[src/rtl/microgreen_uart_pkg.sv]
// Shared constants for the microgreen UART transmitter: report ASCII codes,
// default baud divisor and the TX FSM state encoding.
// Also provides the nibble-to-ASCII-hex helper used by the report formatter.
package microgreen_uart_pkg;

  localparam logic [7:0] CH_H  = 8'h48;
  localparam logic [7:0] CH_W  = 8'h57;
  localparam logic [7:0] CH_LF = 8'h0A;
  localparam logic [7:0] CH_0  = 8'h30;
  localparam logic [7:0] CH_A  = 8'h41;

  // 25 MHz / 9600 baud
  localparam int BAUD_DIV_DEFAULT = 2604;

  // ST_PARITY is only reachable when parity generation is compiled in.
  typedef enum logic [2:0] {
    ST_IDLE,
    ST_START,
    ST_DATA,
    ST_PARITY,
    ST_STOP
  } tx_state_e;

  function automatic logic [7:0] hex_ascii(input logic [3:0] nib);
    if (nib < 4'd10) return CH_0 + {4'd0, nib};
    else             return CH_A + {4'd0, nib} - 8'd10;
  endfunction

endpackage

[src/rtl/microgreen_uart_tx_if.sv]
// Host-side handshake bundle of the UART transmitter: raw-byte valid/ready
// channel plus the BNN report trigger and payload.
// master = producer (BNN / host), slave = transmitter.
interface microgreen_uart_tx_if;

  logic [7:0] tx_data;
  logic       tx_valid;
  logic       tx_ready;
  logic       report_trig;
  logic       report_pred;
  logic [3:0] report_hidden;

  modport master (
    output tx_data, tx_valid, report_trig, report_pred, report_hidden,
    input  tx_ready
  );

  modport slave (
    input  tx_data, tx_valid, report_trig, report_pred, report_hidden,
    output tx_ready
  );

endinterface

[src/rtl/microgreen_byte_fifo.sv]
// Purpose: synchronous byte FIFO with a 1-or-3-byte push and a 1-byte pop.
// Latency: pushed data visible on pop_dat_o the edge after the push.
// Backpressure: none internally; the caller must only push when free_o >= count.
// Ports: clk, rst_n; push_i/push_cnt_i/push_dat_i (byte 0 in [7:0] goes first);
//        pop_i/pop_dat_o (head byte, combinational); level_o, free_o occupancy.
module microgreen_byte_fifo #(
  parameter int DEPTH = 8
) (
  input  logic                     clk,
  input  logic                     rst_n,
  input  logic                     push_i,
  input  logic [1:0]               push_cnt_i,
  input  logic [23:0]              push_dat_i,
  input  logic                     pop_i,
  output logic [7:0]               pop_dat_o,
  output logic [$clog2(DEPTH):0]   level_o,
  output logic [$clog2(DEPTH):0]   free_o
);

  localparam int AW = $clog2(DEPTH);
  localparam int LW = AW + 1;

  logic [7:0]    mem_q [DEPTH];
  logic [AW-1:0] wr_ptr_q, wr_ptr_d, rd_ptr_q, rd_ptr_d;
  logic [AW-1:0] wa1, wa2;
  logic [LW-1:0] level_q, level_d;

  // Pointers are AW bits wide so the additions wrap modulo DEPTH for free.
  assign wa1 = wr_ptr_q + AW'(1);
  assign wa2 = wr_ptr_q + AW'(2);

  always_comb begin
    wr_ptr_d = wr_ptr_q;
    rd_ptr_d = rd_ptr_q;
    level_d  = level_q;
    if (push_i) begin
      wr_ptr_d = wr_ptr_q + AW'(push_cnt_i);
      level_d  = level_d + LW'(push_cnt_i);
    end
    if (pop_i) begin
      rd_ptr_d = rd_ptr_q + AW'(1);
      level_d  = level_d - LW'(1);
    end
  end

  always_ff @(posedge clk or negedge rst_n) begin
    if (!rst_n) begin
      wr_ptr_q <= '0;
      rd_ptr_q <= '0;
      level_q  <= '0;
    end else begin
      wr_ptr_q <= wr_ptr_d;
      rd_ptr_q <= rd_ptr_d;
      level_q  <= level_d;
    end
  end

  // Storage needs no reset; level_q guards every read.
  always_ff @(posedge clk) begin
    if (push_i) begin
      mem_q[wr_ptr_q] <= push_dat_i[7:0];
      if (push_cnt_i == 2'd3) begin
        mem_q[wa1] <= push_dat_i[15:8];
        mem_q[wa2] <= push_dat_i[23:16];
      end
    end
  end

  assign pop_dat_o = mem_q[rd_ptr_q];
  assign level_o   = level_q;
  assign free_o    = LW'(DEPTH) - level_q;

endmodule

[src/rtl/microgreen_uart_tx.sv]
// Purpose: UART 8N1 transmitter with raw-byte input and auto-formatted BNN report ("H"/"W", hex, LF).
// Latency: byte written at edge k into an idle, empty block drives the start bit from edge k+1.
// Backpressure: tx_ready drops when the FIFO is full, ena is low or a report is being enqueued.
// Ports: clk, rst_n, ena; host_if (raw byte valid/ready + report trigger/payload);
//        uart_tx serial line (idle high), busy, fifo_level, sticky overflow (report dropped).
// Build option: define UART_PARITY_EN to insert an even-parity bit before the stop bit.
module microgreen_uart_tx
  import microgreen_uart_pkg::*;
#(
  parameter int BAUD_DIV   = BAUD_DIV_DEFAULT,
  parameter int FIFO_DEPTH = 8
) (
  input  logic                          clk,
  input  logic                          rst_n,
  input  logic                          ena,
  microgreen_uart_tx_if.slave           host_if,
  output logic                          uart_tx,
  output logic                          busy,
  output logic [$clog2(FIFO_DEPTH):0]   fifo_level,
  output logic                          overflow
);

  localparam int LW = $clog2(FIFO_DEPTH) + 1;
  localparam int CW = $clog2(BAUD_DIV);
  localparam logic [CW-1:0] BAUD_LAST = CW'(BAUD_DIV - 1);

  // ---------------- report formatter and push arbitration ----------------
  logic [LW-1:0] level, free;
  logic [7:0]    fifo_dat;
  logic          fifo_empty, pop;
  logic          rpt_take, rpt_drop, raw_take, push;
  logic [1:0]    push_cnt;
  logic [23:0]   push_dat;
  logic [7:0]    rpt_b0;
  logic          overflow_q;

  // Space is judged on the pre-pop level: a same-cycle pop never makes room.
  assign rpt_take = ena & host_if.report_trig & (free >= LW'(3));
  assign rpt_drop = ena & host_if.report_trig & (free <  LW'(3));
  assign host_if.tx_ready = ena & (free != '0) & ~host_if.report_trig;
  assign raw_take = host_if.tx_valid & host_if.tx_ready;

  assign rpt_b0   = host_if.report_pred ? CH_H : CH_W;
  assign push     = rpt_take | raw_take;
  assign push_cnt = rpt_take ? 2'd3 : 2'd1;
  assign push_dat = rpt_take ? {CH_LF, hex_ascii(host_if.report_hidden), rpt_b0}
                             : {16'h0000, host_if.tx_data};

  microgreen_byte_fifo #(
    .DEPTH (FIFO_DEPTH)
  ) u_fifo (
    .clk        (clk),
    .rst_n      (rst_n),
    .push_i     (push),
    .push_cnt_i (push_cnt),
    .push_dat_i (push_dat),
    .pop_i      (pop),
    .pop_dat_o  (fifo_dat),
    .level_o    (level),
    .free_o     (free)
  );

  assign fifo_empty = (level == '0);

  always_ff @(posedge clk or negedge rst_n) begin
    if (!rst_n)        overflow_q <= 1'b0;
    else if (rpt_drop) overflow_q <= 1'b1;
  end

  // ---------------- TX FSM ----------------
  tx_state_e     state_q, state_d;
  logic [CW-1:0] baud_q, baud_d;
  logic [2:0]    bit_q, bit_d;
  logic [7:0]    shreg_q, shreg_d;
  logic          tx_q, tx_d;
  logic          baud_tc;
`ifdef UART_PARITY_EN
  logic          par_q, par_d;
`endif

  assign baud_tc = (baud_q == BAUD_LAST);

  always_comb begin
    state_d = state_q;
    baud_d  = baud_q;
    bit_d   = bit_q;
    shreg_d = shreg_q;
    pop     = 1'b0;
`ifdef UART_PARITY_EN
    par_d   = par_q;
`endif
    if (ena) begin
      case (state_q)
        ST_IDLE: begin
          if (!fifo_empty) pop = 1'b1;
        end
        ST_START: begin
          if (baud_tc) begin
            baud_d  = '0;
            bit_d   = 3'd0;
            state_d = ST_DATA;
          end else begin
            baud_d = baud_q + CW'(1);
          end
        end
        ST_DATA: begin
          if (baud_tc) begin
            baud_d = '0;
            if (bit_q == 3'd7) begin
`ifdef UART_PARITY_EN
              state_d = ST_PARITY;
`else
              state_d = ST_STOP;
`endif
            end else begin
              bit_d   = bit_q + 3'd1;
              shreg_d = {1'b0, shreg_q[7:1]};
            end
          end else begin
            baud_d = baud_q + CW'(1);
          end
        end
`ifdef UART_PARITY_EN
        ST_PARITY: begin
          if (baud_tc) begin
            baud_d  = '0;
            state_d = ST_STOP;
          end else begin
            baud_d = baud_q + CW'(1);
          end
        end
`endif
        ST_STOP: begin
          if (baud_tc) begin
            baud_d  = '0;
            state_d = ST_IDLE;
            // Chain straight into the next frame so there is no idle gap.
            if (!fifo_empty) pop = 1'b1;
          end else begin
            baud_d = baud_q + CW'(1);
          end
        end
        default: state_d = ST_IDLE;
      endcase

      // Byte is captured at pop; later FIFO writes cannot touch the frame in flight.
      if (pop) begin
        shreg_d = fifo_dat;
        baud_d  = '0;
        state_d = ST_START;
`ifdef UART_PARITY_EN
        par_d   = ^fifo_dat;
`endif
      end
    end

    // Line level is registered from the next state to keep uart_tx glitch-free.
    case (state_d)
      ST_START: tx_d = 1'b0;
      ST_DATA:  tx_d = shreg_d[0];
`ifdef UART_PARITY_EN
      ST_PARITY: tx_d = par_d;
`endif
      default:  tx_d = 1'b1;
    endcase
  end

  always_ff @(posedge clk or negedge rst_n) begin
    if (!rst_n) begin
      state_q <= ST_IDLE;
      baud_q  <= '0;
      bit_q   <= 3'd0;
      shreg_q <= 8'h00;
      tx_q    <= 1'b1;
    end else begin
      state_q <= state_d;
      baud_q  <= baud_d;
      bit_q   <= bit_d;
      shreg_q <= shreg_d;
      tx_q    <= tx_d;
    end
  end

`ifdef UART_PARITY_EN
  always_ff @(posedge clk or negedge rst_n) begin
    if (!rst_n) par_q <= 1'b0;
    else        par_q <= par_d;
  end
`endif

  assign uart_tx    = tx_q;
  assign busy       = (state_q != ST_IDLE) | ~fifo_empty;
  assign fifo_level = level;
  assign overflow   = overflow_q;

endmodule

[src/flat_wrapper.sv]
// flat-port wrapper written by rule: the top's interface ports become plain ports
module microgreen_uart_tx_flat import microgreen_uart_pkg::*;
#(
  parameter int BAUD_DIV   = BAUD_DIV_DEFAULT,
  parameter int FIFO_DEPTH = 8
)
  (clk, rst_n, ena, uart_tx, busy, fifo_level, overflow, host_if_tx_data, host_if_tx_valid, host_if_report_trig, host_if_report_pred, host_if_report_hidden, host_if_tx_ready);
  microgreen_uart_tx_if host_if_i ();
  input  logic clk;
  input  logic rst_n;
  input  logic ena;
  output logic uart_tx;
  output logic busy;
  output logic [$clog2(FIFO_DEPTH):0] fifo_level;
  output logic overflow;
  input wire logic [$bits(host_if_i.tx_data)-1:0] host_if_tx_data;
  input wire logic [$bits(host_if_i.tx_valid)-1:0] host_if_tx_valid;
  input wire logic [$bits(host_if_i.report_trig)-1:0] host_if_report_trig;
  input wire logic [$bits(host_if_i.report_pred)-1:0] host_if_report_pred;
  input wire logic [$bits(host_if_i.report_hidden)-1:0] host_if_report_hidden;
  output wire logic [$bits(host_if_i.tx_ready)-1:0] host_if_tx_ready;
  assign host_if_i.tx_data = host_if_tx_data;
  assign host_if_i.tx_valid = host_if_tx_valid;
  assign host_if_i.report_trig = host_if_report_trig;
  assign host_if_i.report_pred = host_if_report_pred;
  assign host_if_i.report_hidden = host_if_report_hidden;
  assign host_if_tx_ready = host_if_i.tx_ready;
  microgreen_uart_tx #(.BAUD_DIV(BAUD_DIV), .FIFO_DEPTH(FIFO_DEPTH)) u_core (.clk(clk), .rst_n(rst_n), .ena(ena), .host_if(host_if_i), .uart_tx(uart_tx), .busy(busy), .fifo_level(fifo_level), .overflow(overflow));
endmodule
[config.mk]
export PLATFORM = sky130hd
export DESIGN_NAME = microgreen_uart_tx_flat
export DESIGN_NICKNAME = d
export VERILOG_FILES = /design/src/rtl/microgreen_uart_pkg.sv /design/src/rtl/microgreen_uart_tx_if.sv /design/src/rtl/microgreen_byte_fifo.sv /design/src/rtl/microgreen_uart_tx.sv /design/src/flat_wrapper.sv
export SDC_FILE = /design/constraint.sdc
export NUM_CORES = 1
export LEC_CHECK = 0
export ABC_AREA = 1
export CORE_MARGIN = 2
export CORE_UTILIZATION = 45
export CTS_CLUSTER_DIAMETER = 150
export DETAILED_ROUTE_END_ITERATION = 10
export HOLD_SLACK_MARGIN = 0.1
export PLACE_DENSITY = 0.62
export SYNTH_ARGS = -nofsm -noshare
export SYNTH_HDL_FRONTEND = slang
export SYNTH_SLANG_ARGS = --single-unit
[constraint.sdc]
create_clock -name clk -period 3.1 [get_ports clk]
set_input_delay 0.31 -clock clk [delete_from_list [all_inputs] [get_ports clk]]
set_output_delay 0.31 -clock clk [all_outputs]
set_load 0.05 [all_outputs]
==> impl_metrics.yaml <==
clock_network:
  holdBufCountCts: 0
  cts.sinks: 102
  cts-buffers-inserted: 9
  cts.htree.levels: 3
  insertion_delay_ns: 0.35
  clockBufferDepth: 2
  cts_tree: "yes"
  clockRootBuffer: "clkbuf_16"
  clk_pin_slew_ns: 0.07
  cts_resized: 0
  postCtsSetupRepairBufs: 0
synthesis:
  ys_warn_count: 0
  ys_ff_latch: 102
  synth_area_leaders: "dfxtp_1, dfrtp_1, nand2_1"
  synthDistinctLibCells: 50
  synthesis.nets: 892
  async_reset_ff_share_pct: 37.3
  syn_area_per_cell_um2: 6.95
  synth_top_area_share_pct: 16.0
  synth_area_um2: 6000
  synth_edf_count: 16
  yosysTopAreaCell: "dfxtp_1"
  seq_area_frac_synth_pct: 39.9
  synth_cells: 864
  ys.flop_type: "dfxtp_1"
timing:
  rsz0062_at_grt: "no"
  report.final.slew_viol_count: 0
  hold_viol_final: 0
  period_share_pct: 80.7
  final.setup_skew_ns: 0.0106
  layout_min_cycle_time_ns: 2.50
  worstMarginPinSlew_ns: 0.895
  finalSetupTns_ns: 0
  setup_viol: 0
  hold_slack_ns: 0.0868
  slew_headroom_pct: 40.4
  clock.fmax_mhz: 400
placement:
  io_buffers: 25
  gp_congestion: 0.921
  detailed_place_hpwl_mm: 12.9
power:
  intPower_w: 0.00338
  power_frac_seq_pct: 36.8
  p_comb_share_pct: 45.9
  switching_share_pct: 45.1
  p_clk_share_pct: 17.4
  power.leakage_nw: 3.24
  ir_drop_v: 0.000491
  powerDensity_nw_per_um2: 918
  switching_power_w: 0.00277
routing:
  drt_wl_total_mm: 17.5
  viasPerCell: 5.34
  drc: 0
  vias: 5708
  wl_per_cell_um: 16.3
  drtIter0Drc: 476
  ant_nets: 0
  drtPass1Iterations: 6
worst_setup_path:
  critical_path.max_stage_delay_ns: 0.76
  crit_type: "flip-flop to primary output"
  path_max_fanout: 6
  cp.required_ns: 2.79
  crit_family: "buffers and inverters"
  cp_slowest_cell: "clkdlybuf4s50_1"
  critPathBufInv: 1
  arrival_ns: 2.19
  crit_chain: "nor2_2 > nand2_1 > nor2_1 > nand3_1 > clkdlybuf4s50_1"
  cp-start-kind: "flip-flop"
  worst_setup_path_end_kind: "primary output"
floorplanning:
  ios: 26
  initial_core_util_pct: 45.7
  rows: 42
  die-area_um2: 14300
  die_w_um: 119
  dieHeight_um: 119
  core-area_um2: 13100
layout:
  final_nets: 916
  area_growth_pct: 11.5
  drive_gt1_share_pct: 7.05
  layout_commonest_cell: "nand2_1"
  final-seq-area_um2: 2390
  antenna_cells: 0
  multi_input_area_um2: 3030
  final_cell_mix: "nand2_1, inv_1, nor2_1"
  nFillCells: 1374
grt:
  grt_max_degree: 40
  grt_pass1_vias: 5459
  grtUsageTotal_pct: 25.4
  overflow: 0
  grt_pass1_wl_mm: 28.2
  antenna_found_initial: 0
flow_run:
  cap_viol_max_count: 0
hold_path:
  holdCritPathClass: "input pin to asynchronous set/reset pin"
run_status:
  status: "finished, final reports clean"
## stage by stage
| step | util, % | instances | instance area (um^2) | total power (W) | worst slack [ns] |
|---|---|---|---|---|---|
| after floorplan | - | 864 | 6000 | 0.00420 | 0.656 |
| after global placement | 48.9 | 1053 | 6420 | 0.00500 | 0.644 |
| after detailed placement | 48.9 | 1053 | 6420 | 0.00505 | 0.574 |
| after CTS | 51.0 | 1069 | 6690 | 0.00612 | 0.648 |
| after global routing | 51.0 | 1069 | 6690 | 0.00662 | 0.554 |
| final | 51.0 | 1069 | 6690 | 0.00614 | 0.600 |
## worst reg2reg max path, delay by kind of cell, from the launching register on
kind	cells	cell delay (ns)
flip-flops	1	0.47
AND/OR/NAND/NOR	5	0.65
buffers and inverters	3	0.25
XOR/XNOR	1	0.13
adder cells (fa/ha/maj)	2	0.73
## final timing paths
path,slack (ns),endpoint,cells past startpoint,startpoint
worst max register to register,0.77,u_core.u_fifo.level_o[2],11,u_core.u_fifo.level_o[2]
max in group asynchronous,2.46,u_core.shreg_q[3],1,rst_n
worst min register to register,0.46,u_core.u_fifo.mem_q[1][6],2,u_core.u_fifo.mem_q[1][6]
worst max-delay path,0.60,busy,5,u_core.u_fifo.level_o[1]
worst min-delay path,0.09,u_core.bit_q[1],1,rst_n
min in group clk,0.46,u_core.u_fifo.mem_q[1][6],2,u_core.u_fifo.mem_q[1][6]
## area by class of cell
| class | instances | area share (%) |
|---|---|---|
| timing repair buffer | 33 | 4.56 |
| tap | 176 | 3.29 |
| inverter | 126 | 7.07 |
| clock inverter | 3 | 0.299 |
| clock buffer | 13 | 3.74 |
| sequential | 102 | 35.8 |
| multi-input combinational | 616 | 45.3 |
## Yosys cell counts (8+ instances only)
cell type,n
o21ai_0,74
nand2_1,230
nor2_1,82
a21oi_1,53
inv_1,117
nor2_2,8
edfxtp_1,16
xor2_1,10
nand3_1,70
nand2_2,10
dfrtp_1,37
dfxtp_1,48
ha_1,8
## layer usage
layer | GRT usage, % | vias to the layer above | routed length [um]
met1 | 33.5 | 2644 | 7810
li1 | - | 2842 | -
met2 | 41.2 | 189 | 8150
met4 | 9.49 | 0 | 487
met5 | 0 | - | 0
met3 | 5.28 | 33 | 1030
## power by group through the flow
stage	combinational (W)	sequential, W	clock (W)
floorplan	0.00195	0.00226	0
global placement	0.00274	0.00226	0
detailed placement	0.00277	0.00227	0
CTS	0.00279	0.00225	0.00109
global route	0.00317	0.00231	0.00115
finish	0.00282	0.00226	0.00107
## state kept, by name, summed over array words and instances, names as in the netlist
| name | count |
|---|---|
| u_core.uart_tx | 1 |
| u_core.u_fifo.wr_ptr_q | 3 |
| u_core.u_fifo.level_o | 4 |
| u_core.u_fifo.mem_q | 64 |
| u_core.state_q | 3 |
| u_core.shreg_q | 8 |
| u_core.u_fifo.rd_ptr_q | 3 |
| u_core.bit_q | 3 |
| u_core.overflow | 1 |
| u_core.baud_q | 12 |
## cells by family after synthesis
kind of cell	after synthesis	share of synthesized area, %
muxes	1	0.167
DFF	102	39.9
adders and majority gates	10	2.33
and+or+nand+nor	429	31.2
xor gates and xnor gates	12	1.75
buffers and inverters	146	9.61
AOI/OAI and AO/OA	164	15.1
Note: power is estimated with default switching activity, not from simulation.
